[src/rtl/vec_mul_pkg.sv]
`default_nettype none
// ============================================================================
//  Module   : vec_mul_pkg
//  Purpose  : Shared definitions for the vector-multiply sequencer: the FSM
//             state encoding and the default result-pipeline latency.
//  Ports    : none (package)
//  Revision : 1.0 - initial release
// ============================================================================
package vec_mul_pkg;

   // Cycles from UB address issue to the matching vec_mul result.
   localparam int PIPE_LATENCY_DEFAULT = 2;

   typedef enum logic [2:0] {
      IDLE   = 3'd0,
      LOAD_W = 3'd1,
      RELOAD = 3'd2,
      STREAM = 3'd3,
      DRAIN  = 3'd4,
      DONE   = 3'd5
   } state_t;

endpackage : vec_mul_pkg
`default_nettype wire

[src/rtl/valid_delay_line.sv]
`default_nettype none
// ============================================================================
//  Module   : valid_delay_line
//  Purpose  : Fixed-depth shift register that delays the address-issue strobe
//             until the matching result leaves the multiply pipeline.
//  Ports    : clk - clock, rising edge
//             rst - synchronous active-high reset (empties the line)
//             clr - synchronous clear (job abort), same effect as rst
//             d   - strobe in
//             q   - strobe out, DEPTH cycles after d
//  Params   : DEPTH - delay in cycles, must be >= 1
//  Revision : 1.0 - initial release
// ============================================================================
module valid_delay_line #(
   parameter int DEPTH = 2
) (
   input  logic clk,
   input  logic rst,
   input  logic clr,
   input  logic d,
   output logic q
);

   generate
      if (DEPTH == 1) begin : g_single
         logic r_stage;
         always_ff @(posedge clk) begin
            if (rst || clr) r_stage <= 1'b0;
            else            r_stage <= d;
         end
         assign q = r_stage;
      end else begin : g_chain
         logic [DEPTH-1:0] r_stage;
         always_ff @(posedge clk) begin
            if (rst || clr) r_stage <= '0;
            else            r_stage <= {r_stage[DEPTH-2:0], d};
         end
         assign q = r_stage[DEPTH-1];
      end
   endgenerate

endmodule : valid_delay_line
`default_nettype wire

[src/rtl/vec_mul_sequencer.sv]
`default_nettype none
// ============================================================================
//  Module   : vec_mul_sequencer
//  Purpose  : Sequences one vector-multiply job: pop the weight FIFO, latch
//             the weights into the array, stream num_vec UB addresses, then
//             drain the result pipeline while writing result addresses.
//  Ports    : clk, rst                 - clock / synchronous active-high reset
//             start, abort             - job request / cancel
//             base_addr, num_vec       - job descriptor (latched on start)
//             busy                     - high whenever not IDLE
//             fifo_read_enable         - weight FIFO pop strobe
//             weight_reload            - systolic weight-latch strobe
//             sram_address             - UB read address (holds outside STREAM)
//             valid_address            - result-write strobe
//             sram_result_address      - result SRAM write address
//             end_                     - job-complete pulse
//             perf_cycles              - busy-cycle counter (optional)
//  Config   : VEC_MUL_SEQ_PERF_EN - when defined, adds perf_cycles
//  Revision : 1.0 - initial release
// ============================================================================
module vec_mul_sequencer
   import vec_mul_pkg::*;
#(
   parameter int ADDRESSSIZE  = 10,
   parameter int PIPE_LATENCY = PIPE_LATENCY_DEFAULT,
   parameter int PERF_BW      = 16
) (
   input  logic                   clk,
   input  logic                   rst,
   input  logic                   start,
   input  logic                   abort,
   input  logic [ADDRESSSIZE-1:0] base_addr,
   input  logic [ADDRESSSIZE-1:0] num_vec,
   output logic                   busy,
   output logic                   fifo_read_enable,
   output logic                   weight_reload,
   output logic [ADDRESSSIZE-1:0] sram_address,
   output logic                   valid_address,
   output logic [ADDRESSSIZE-1:0] sram_result_address,
   output logic                   end_
`ifdef VEC_MUL_SEQ_PERF_EN
   ,
   output logic [PERF_BW-1:0]     perf_cycles
`endif
);

   // Drain counter only has to hold PIPE_LATENCY-1.
   localparam int DRAIN_W = (PIPE_LATENCY > 1) ? $clog2(PIPE_LATENCY) : 1;

   state_t                 r_state;
   logic [ADDRESSSIZE-1:0] r_base;
   logic [ADDRESSSIZE-1:0] r_cnt;     // remaining addresses after the current one
   logic [DRAIN_W-1:0]     r_drain;
   logic                   r_issue;   // high on every STREAM cycle

   // An abort while idle has nothing to cancel.
   logic w_kill;
   assign w_kill = abort && (r_state != IDLE);

   always_ff @(posedge clk) begin
      if (rst) begin
         r_state             <= IDLE;
         r_base              <= '0;
         r_cnt               <= '0;
         r_drain             <= '0;
         r_issue             <= 1'b0;
         busy                <= 1'b0;
         fifo_read_enable    <= 1'b0;
         weight_reload       <= 1'b0;
         end_                <= 1'b0;
         sram_address        <= '0;
         sram_result_address <= '0;
      end else begin
         fifo_read_enable <= 1'b0;
         weight_reload    <= 1'b0;
         end_             <= 1'b0;

         if (valid_address)
            sram_result_address <= sram_result_address + 1'b1;

         if (w_kill) begin
            r_state <= IDLE;
            r_issue <= 1'b0;
            busy    <= 1'b0;
         end else begin
            case (r_state)
               IDLE: begin
                  // abort in IDLE suppresses a simultaneous start
                  if (start && !abort) begin
                     sram_result_address <= '0;
                     busy                <= 1'b1;
                     if (num_vec != '0) begin
                        r_base           <= base_addr;
                        r_cnt            <= num_vec - 1'b1;
                        r_state          <= LOAD_W;
                        fifo_read_enable <= 1'b1;
                     end else begin
                        r_state <= DONE;
                        end_    <= 1'b1;
                     end
                  end
               end
               LOAD_W: begin
                  r_state       <= RELOAD;
                  weight_reload <= 1'b1;
               end
               RELOAD: begin
                  r_state      <= STREAM;
                  r_issue      <= 1'b1;
                  sram_address <= r_base;
               end
               STREAM: begin
                  if (r_cnt == '0) begin
                     r_state <= DRAIN;
                     r_issue <= 1'b0;
                     r_drain <= DRAIN_W'(PIPE_LATENCY - 1);
                  end else begin
                     sram_address <= sram_address + 1'b1;  // wraps mod 2^ADDRESSSIZE
                     r_cnt        <= r_cnt - 1'b1;
                  end
               end
               DRAIN: begin
                  if (r_drain == '0) begin
                     r_state <= DONE;
                     end_    <= 1'b1;
                  end else begin
                     r_drain <= r_drain - 1'b1;
                  end
               end
               DONE: begin
                  r_state <= IDLE;
                  busy    <= 1'b0;
               end
               default: begin
                  r_state <= IDLE;
                  r_issue <= 1'b0;
                  busy    <= 1'b0;
               end
            endcase
         end
      end
   end

   valid_delay_line #(
      .DEPTH (PIPE_LATENCY)
   ) u_valid_delay (
      .clk (clk),
      .rst (rst),
      .clr (w_kill),
      .d   (r_issue),
      .q   (valid_address)
   );

`ifdef VEC_MUL_SEQ_PERF_EN
   always_ff @(posedge clk) begin
      if (rst) begin
         perf_cycles <= '0;
      end else if (r_state == IDLE) begin
         if (start && !abort) perf_cycles <= '0;
      end else if (perf_cycles != '1) begin
         perf_cycles <= perf_cycles + 1'b1;
      end
   end
`else
   generate
      // Keeps PERF_BW referenced when the counter is compiled out.
      if (PERF_BW > 0) begin : g_perf_absent
      end
   endgenerate
`endif

endmodule : vec_mul_sequencer
`default_nettype wire

[config.mk]
export PLATFORM = sky130hd
export DESIGN_NAME = vec_mul_sequencer
export DESIGN_NICKNAME = d
export VERILOG_FILES = /design/src/rtl/vec_mul_pkg.sv /design/src/rtl/valid_delay_line.sv /design/src/rtl/vec_mul_sequencer.sv
export SDC_FILE = /design/constraint.sdc
export NUM_CORES = 1
export LEC_CHECK = 0
export CORE_ASPECT_RATIO = 0.9
export CORE_UTILIZATION = 45
export CTS_CLUSTER_DIAMETER = 30
export DETAILED_ROUTE_END_ITERATION = 12
export GPL_TIMING_DRIVEN = 0
export PLACE_DENSITY = 0.77
export SLEW_MARGIN = 0
export SYNTH_ARGS = -nofsm -noshare
export SYNTH_HDL_FRONTEND = slang
export SYNTH_HIERARCHICAL = 1
export SYNTH_SLANG_ARGS = --single-unit
[constraint.sdc]
create_clock -name clk -period 3 [get_ports clk]
set_input_delay 0.6 -clock clk [delete_from_list [all_inputs] [get_ports clk]]
set_output_delay 0.6 -clock clk [all_outputs]
set_load 0.02 [all_outputs]
==> impl_metrics.tcl, run 1 <==
set metrics [dict create \
    status "complete, but fails checks" \
    violations "DRC" \
    layout-drive-gt1-share_pct 9.69 \
    critPathRequiredTime_ns 3.18 \
    grt_pass1_wl_um 11800 \
    cts.path.max_buffers 2 \
    nNetsFinal 418 \
    synth-seq-area-share_pct 37.3 \
    ys_seq_elements 51 \
    cp_num_cells 10 \
    hp-class "reg -> reg" \
    drc 10 \
    cts_inserted_buffers 5 \
    path_delay_family "simple AND/OR/NAND/NOR gates" \
    hold_viol 0 \
    grt_pass1_vias 2478 \
    period_needed_ns 2.62 \
    die_h_um 76.0 \
    leakagePower_nw 1.14 \
    die_w_um 84.2 \
    clkLatencyLatePin_ns 0.31 \
    post_cts_resized 0 \
    maxSlewHeadroom_pct 56.7 \
    crit_top_cell "buf_2" \
    final_cell_mix "dfxtp_1, clkdlybuf4s50_1, nand2_1, a21oi_1, nor2_1" \
    crit_buf_inv 2 \
    cp.arrival_ns 2.80 \
    cp-end-kind "flop" \
    overflow 0 \
    placementRows 26 \
    gp_congestion 0.917 \
    skew_ns 0.00755 \
    critPathLaunchType "flop" \
    syn_to_final_growth_pct 24.6 \
    synth_top_cell_by_area "dfxtp_1" \
    dieArea_um2 6400 \
    grt_start_max_net_pins 17 \
    synth_top_area_share_pct 37.3 \
    cts_tree "built" \
    setup_slack_ns 0.380 \
    ir_drop_v 0.000232 \
    netlist_top_cells_area "dfxtp_1, a21oi_1, nand2_1, nor2_1, o21ai_0" \
    yosys_warnings 6 \
    post_cts_buffers 0 \
    setup_viol 0 \
    syn_nets 363 \
    cts_root_buffer "clkbuf_8" \
    critPathMaxStageDelay_ns 0.32 \
    drtPass1Iterations 9 \
    drv_slew 0 \
    tightest_slew_ns 0.649 \
    netlist_area_um2 2740 \
    cts_hold_buf 0 \
    crit_chain "buf_2 -> nand3b_1 -> buf_2 -> mux2i_1 -> ha_1 -> nor3b_2 -> nand2_1 -> o21a_1 -> o31ai_1 -> a21oi_1" \
    portBuffers 48 \
    max_freq_mhz 382 \
    cap_violations 0 \
    fin_crit_sh_pct 87.3 \
    ff2ff_path_depth 10 \
    fin_util_pct 59.2 \
    h-tree-depth 2 \
    powerDensity_nw_per_um2 569 \
    antenna_found_initial 0 \
    routed_wirelength_um 6880 \
    avgRoutedWirePerCell_um 14.9 \
    place_area_um2 3300 \
    hold_slack_ns 0.463 \
    grt_setup_unrepaired "no" \
    ys.flop_type "dfxtp_1" \
    fillCellCount 528 \
    clkTransAtPathRegs_ns 0.09 \
    synth_edf_count 0 \
    worstPathMaxFanout 10 \
    pin_count 49 \
    diodes 0 \
    vias 2768 \
    grt.total_usage_pct 22.6 \
    antenna_left 0 \
    ys_types 55 \
    synthArstFlopShare_pct 0 \
    drt-initial-drc-count 136 \
    path_class "reg -> reg" \
    via_per_inst 5.99 \
    post-route-cell-area_um2 3410 \
    avgSynthCellArea_um2 8.14 \
    coreArea_um2 5760 \
    fin_tns_setup_ns 0 \
    post-dp-hpwl_um 4930 \
    cts.sinks 51 \
    mostFrequentLayoutCell "dfxtp_1" \
    pre_cts_slack_ns 0.265 \
    crit_path_top_delay_cell "dfxtp_1" \
    min_path_cells 2 \
    syn_inst 336 \
    start_util_pct 47.5 \
]
[power breakdown]
part,internal [mW],leakage [nW],switching (mW)
registers,0.755,0.414,0.0686
clock network,0.189,0.0516,0.236
logic,0.290,0.678,0.401
total,1.23,1.14,0.706
[sequential cells by signal (all words and copies together) (netlist names)]
register,cells
u_valid_delay/g_chain.r_stage,2
sram_result_address,10
busy,1
r_issue,1
r_state,3
r_cnt,10
weight_reload,1
sram_address,10
r_drain,1
fifo_read_enable,1
end_,1
r_base,10
[stage by stage]
stage / total power, mW / std cells
global placement: 1.50 / 454
global route: 2.05 / 462
finish: 1.94 / 462
floorplan: 1.31 / 336
CTS: 1.93 / 462
detailed placement: 1.52 / 454
[cells in the mapped netlist, types with 4 or more instances]
master     instances
a21oi_1           36
a2bb2oi_1          5
a31oi_1            6
buf_2              9
clkbuf_1           8
dfxtp_1           51
inv_1              5
mux2i_1            6
nand2_1           44
nand3_1           14
nand4_1            7
nor2_1            33
nor3_1            10
nor3b_1            8
o21ai_0           22
xnor2_1            4
xor2_1             7
[layout make-up]
cell class / instances / area (um2) / area share [%]
inverters: 5 / 18.8 / 0.550
clock inverters: 2 / 13.8 / 0.404
clock buffers: 6 / 82.6 / 2.42
repair buffers: 48 / 480 / 14.1
plain buffers: 21 / 116 / 3.41
well taps: 70 / 87.6 / 2.57
flip-flops and latches: 51 / 1020 / 29.9
multi-input cells: 259 / 1590 / 46.6
[layer usage]
metal  track usage [%]  share of wire [%]
met5                 0                  0
met4              8.62                1.9
met3              4.01                6.5
met2              35.0                 46
met1              31.4                 46
[final timing paths]
check | startpoint | to | slack, ns
setup / recovery | r_state[1] | r_cnt[8] | 0.38
hold reg to reg | r_base[3] | r_base[3] | 0.46
hold / removal | r_base[3] | r_base[3] | 0.46
setup reg to reg | r_state[1] | r_cnt[8] | 0.38
[tightest hold or removal path, stage by stage (launching register included)]
cell and delay (ns):
dfxtp_1 0.32, nand2_1 0.05, a21oi_1 0.05
[kinds of logic after synthesis]
| group | count (synthesis) | synth area share, % |
|---|---|---|
| simple gates | 141 | 26.8 |
| compound gates | 98 | 23.9 |
| flops | 51 | 37.3 |
| buf+inv | 26 | 4.94 |
| xor+xnor | 11 | 3.52 |
| mux | 6 | 2.19 |
| fa+ha+maj | 3 | 1.37 |
No activity file was read; power rests on OpenSTA's default activity.
==> run 2, diff against run 1 <==
CORE_UTILIZATION = 35   (was 45)
PLACE_DENSITY = 0.64   (was 0.77)
==> run 2 against run 1 <==
Against the previous run:
- the run now ends clean
- clock skew shrank 0.00052 ns
- critical path depth is the same
- die area up 28%
- via count shrank 2.7%
- power up 4.3%
- global-route usage is 4.5 points lower
- clock-buffer cell count unchanged
- worst hold slack lost 0.0029 ns
- sequential cell count unchanged
- design area grew 1.4%
- largest cell class unchanged
==> impl_metrics.tcl, run 2 (same netlist as run 1, synthesis figures left out) <==
set metrics [dict create \
    overflow 0 \
    post-route-cell-area_um2 3460 \
    leakagePower_nw 1.15 \
    placedCellCount 480 \
    setup_viol 0 \
    h-tree-depth 2 \
    hold_slack_ns 0.460 \
    diodes 0 \
    startpoint "r_state[1]" \
    vias 2692 \
    drtPass1Iterations 5 \
    powerDensity_nw_per_um2 585 \
    grt_pass1_vias 2517 \
    cts_tree "built" \
    power_mw 2.02 \
    cts_root_buffer "clkbuf_8" \
    pre_cts_slack_ns 0.163 \
    fin_crit_sh_pct 94.3 \
    cts.path.max_buffers 2 \
    clkLatencyLatePin_ns 0.30 \
    dieArea_um2 8180 \
    nNetsFinal 418 \
    final_cell_mix "dfxtp_1, clkdlybuf4s50_1, nand2_1, a21oi_1, nor2_1" \
    skew_ns 0.00704 \
    avgRoutedWirePerCell_um 14.8 \
    cts_hold_buf 0 \
    r2r_start "r_state[1]" \
    grt.total_usage_pct 18.1 \
    gp_congestion 0.873 \
    antenna_found_initial 0 \
    die_h_um 85.9 \
    status "complete, no violations" \
    fin_util_pct 45.9 \
    post-dp-hpwl_um 5210 \
    fin_tns_setup_ns 0 \
    period_needed_ns 2.83 \
    cap_violations 0 \
    path_class "reg -> reg" \
    cts_inserted_buffers 5 \
    cp-end-kind "flop" \
    hp-start "busy" \
    fin_cells 488 \
    tightest_slew_ns 0.655 \
    grt_pass1_wl_um 11600 \
    routed_wirelength_um 7220 \
    max_freq_mhz 354 \
    cts.sinks 51 \
    hold_viol 0 \
    layout-drive-gt1-share_pct 9.44 \
    die_w_um 95.2 \
    grt_start_max_net_pins 16 \
    start_util_pct 36.3 \
    maxSlewHeadroom_pct 56.3 \
    portBuffers 48 \
    antenna_left 0 \
    hp-class "reg -> reg" \
    drv_slew 0 \
    coreArea_um2 7540 \
    ir_drop_v 0.000248 \
    grt_setup_unrepaired "no" \
    drt-initial-drc-count 210 \
    place_area_um2 3340 \
    placementRows 30 \
    worstPathMaxFanout 10 \
    mostFrequentLayoutCell "dfxtp_1" \
    critPathLaunchType "flop" \
    via_per_inst 5.52 \
    syn_to_final_growth_pct 26.4 \
    pin_count 49 \
    drc 0 \
    setup_slack_ns 0.171 \
    cp.arrival_ns 3.00 \
    critPathRequiredTime_ns 3.18 \
    clkTransAtPathRegs_ns 0.09 \
]
## run 2: changes by cell type in the layout (fill, tap and decap cells not counted), sizes merged
cell and delta:
inv -1, bufinv +1
## run 2: worst paths after layout
kind,endpoint,slack [ns],cells after the start
worst max-delay path,r_cnt[8],0.17,10
worst min register to register,busy,0.46,2
worst min-delay path,busy,0.46,2
worst max register to register,r_cnt[8],0.17,10
## run 2: power breakdown
group	total (mW)	internal, mW	switching, mW
combinational	0.694	0.290	0.405
sequential	0.825	0.755	0.0701
clock	0.504	0.270	0.233
## run 2: cell type report
type                            instances  area (um2)
Clock buffer                            6        82.6
Multi-Input combinational cell        259        1590
Inverter                                5        18.8
Tap cell                               96         120
Buffer                                 21         116
Fill cell                             753        4090
Timing Repair Buffer                   48         480
Sequential cell                        51        1020
Clock inverter                          2        35.0
## run 2: worst max-delay path, stage by stage, from the launching register on
cell,delay [ns]
dfxtp_1,0.32
buf_2,0.18
nand3b_1,0.25
buf_2,0.31
mux2i_1,0.28
ha_1,0.28
nor3b_1,0.40
nand2_1,0.17
o21a_1,0.20
o31ai_1,0.22
a21oi_1,0.10
## run 2: per-layer routing
metal,global-route usage (%),vias to the layer above,part of all wire (%)
met1,25.0,1260,47
met4,6.20,0,1.5
met5,0,-,0
li1,-,1329,-
met3,3.63,11,6.6
met2,27.9,92,45
## run 2: timing repair
| item | in CTS | in global routing |
|---|---|---|
| endpoints found under the setup margin | 0 | 1 |
| gates resized for setup | 0 | 1 |
| setup buffers | 0 | 0 |
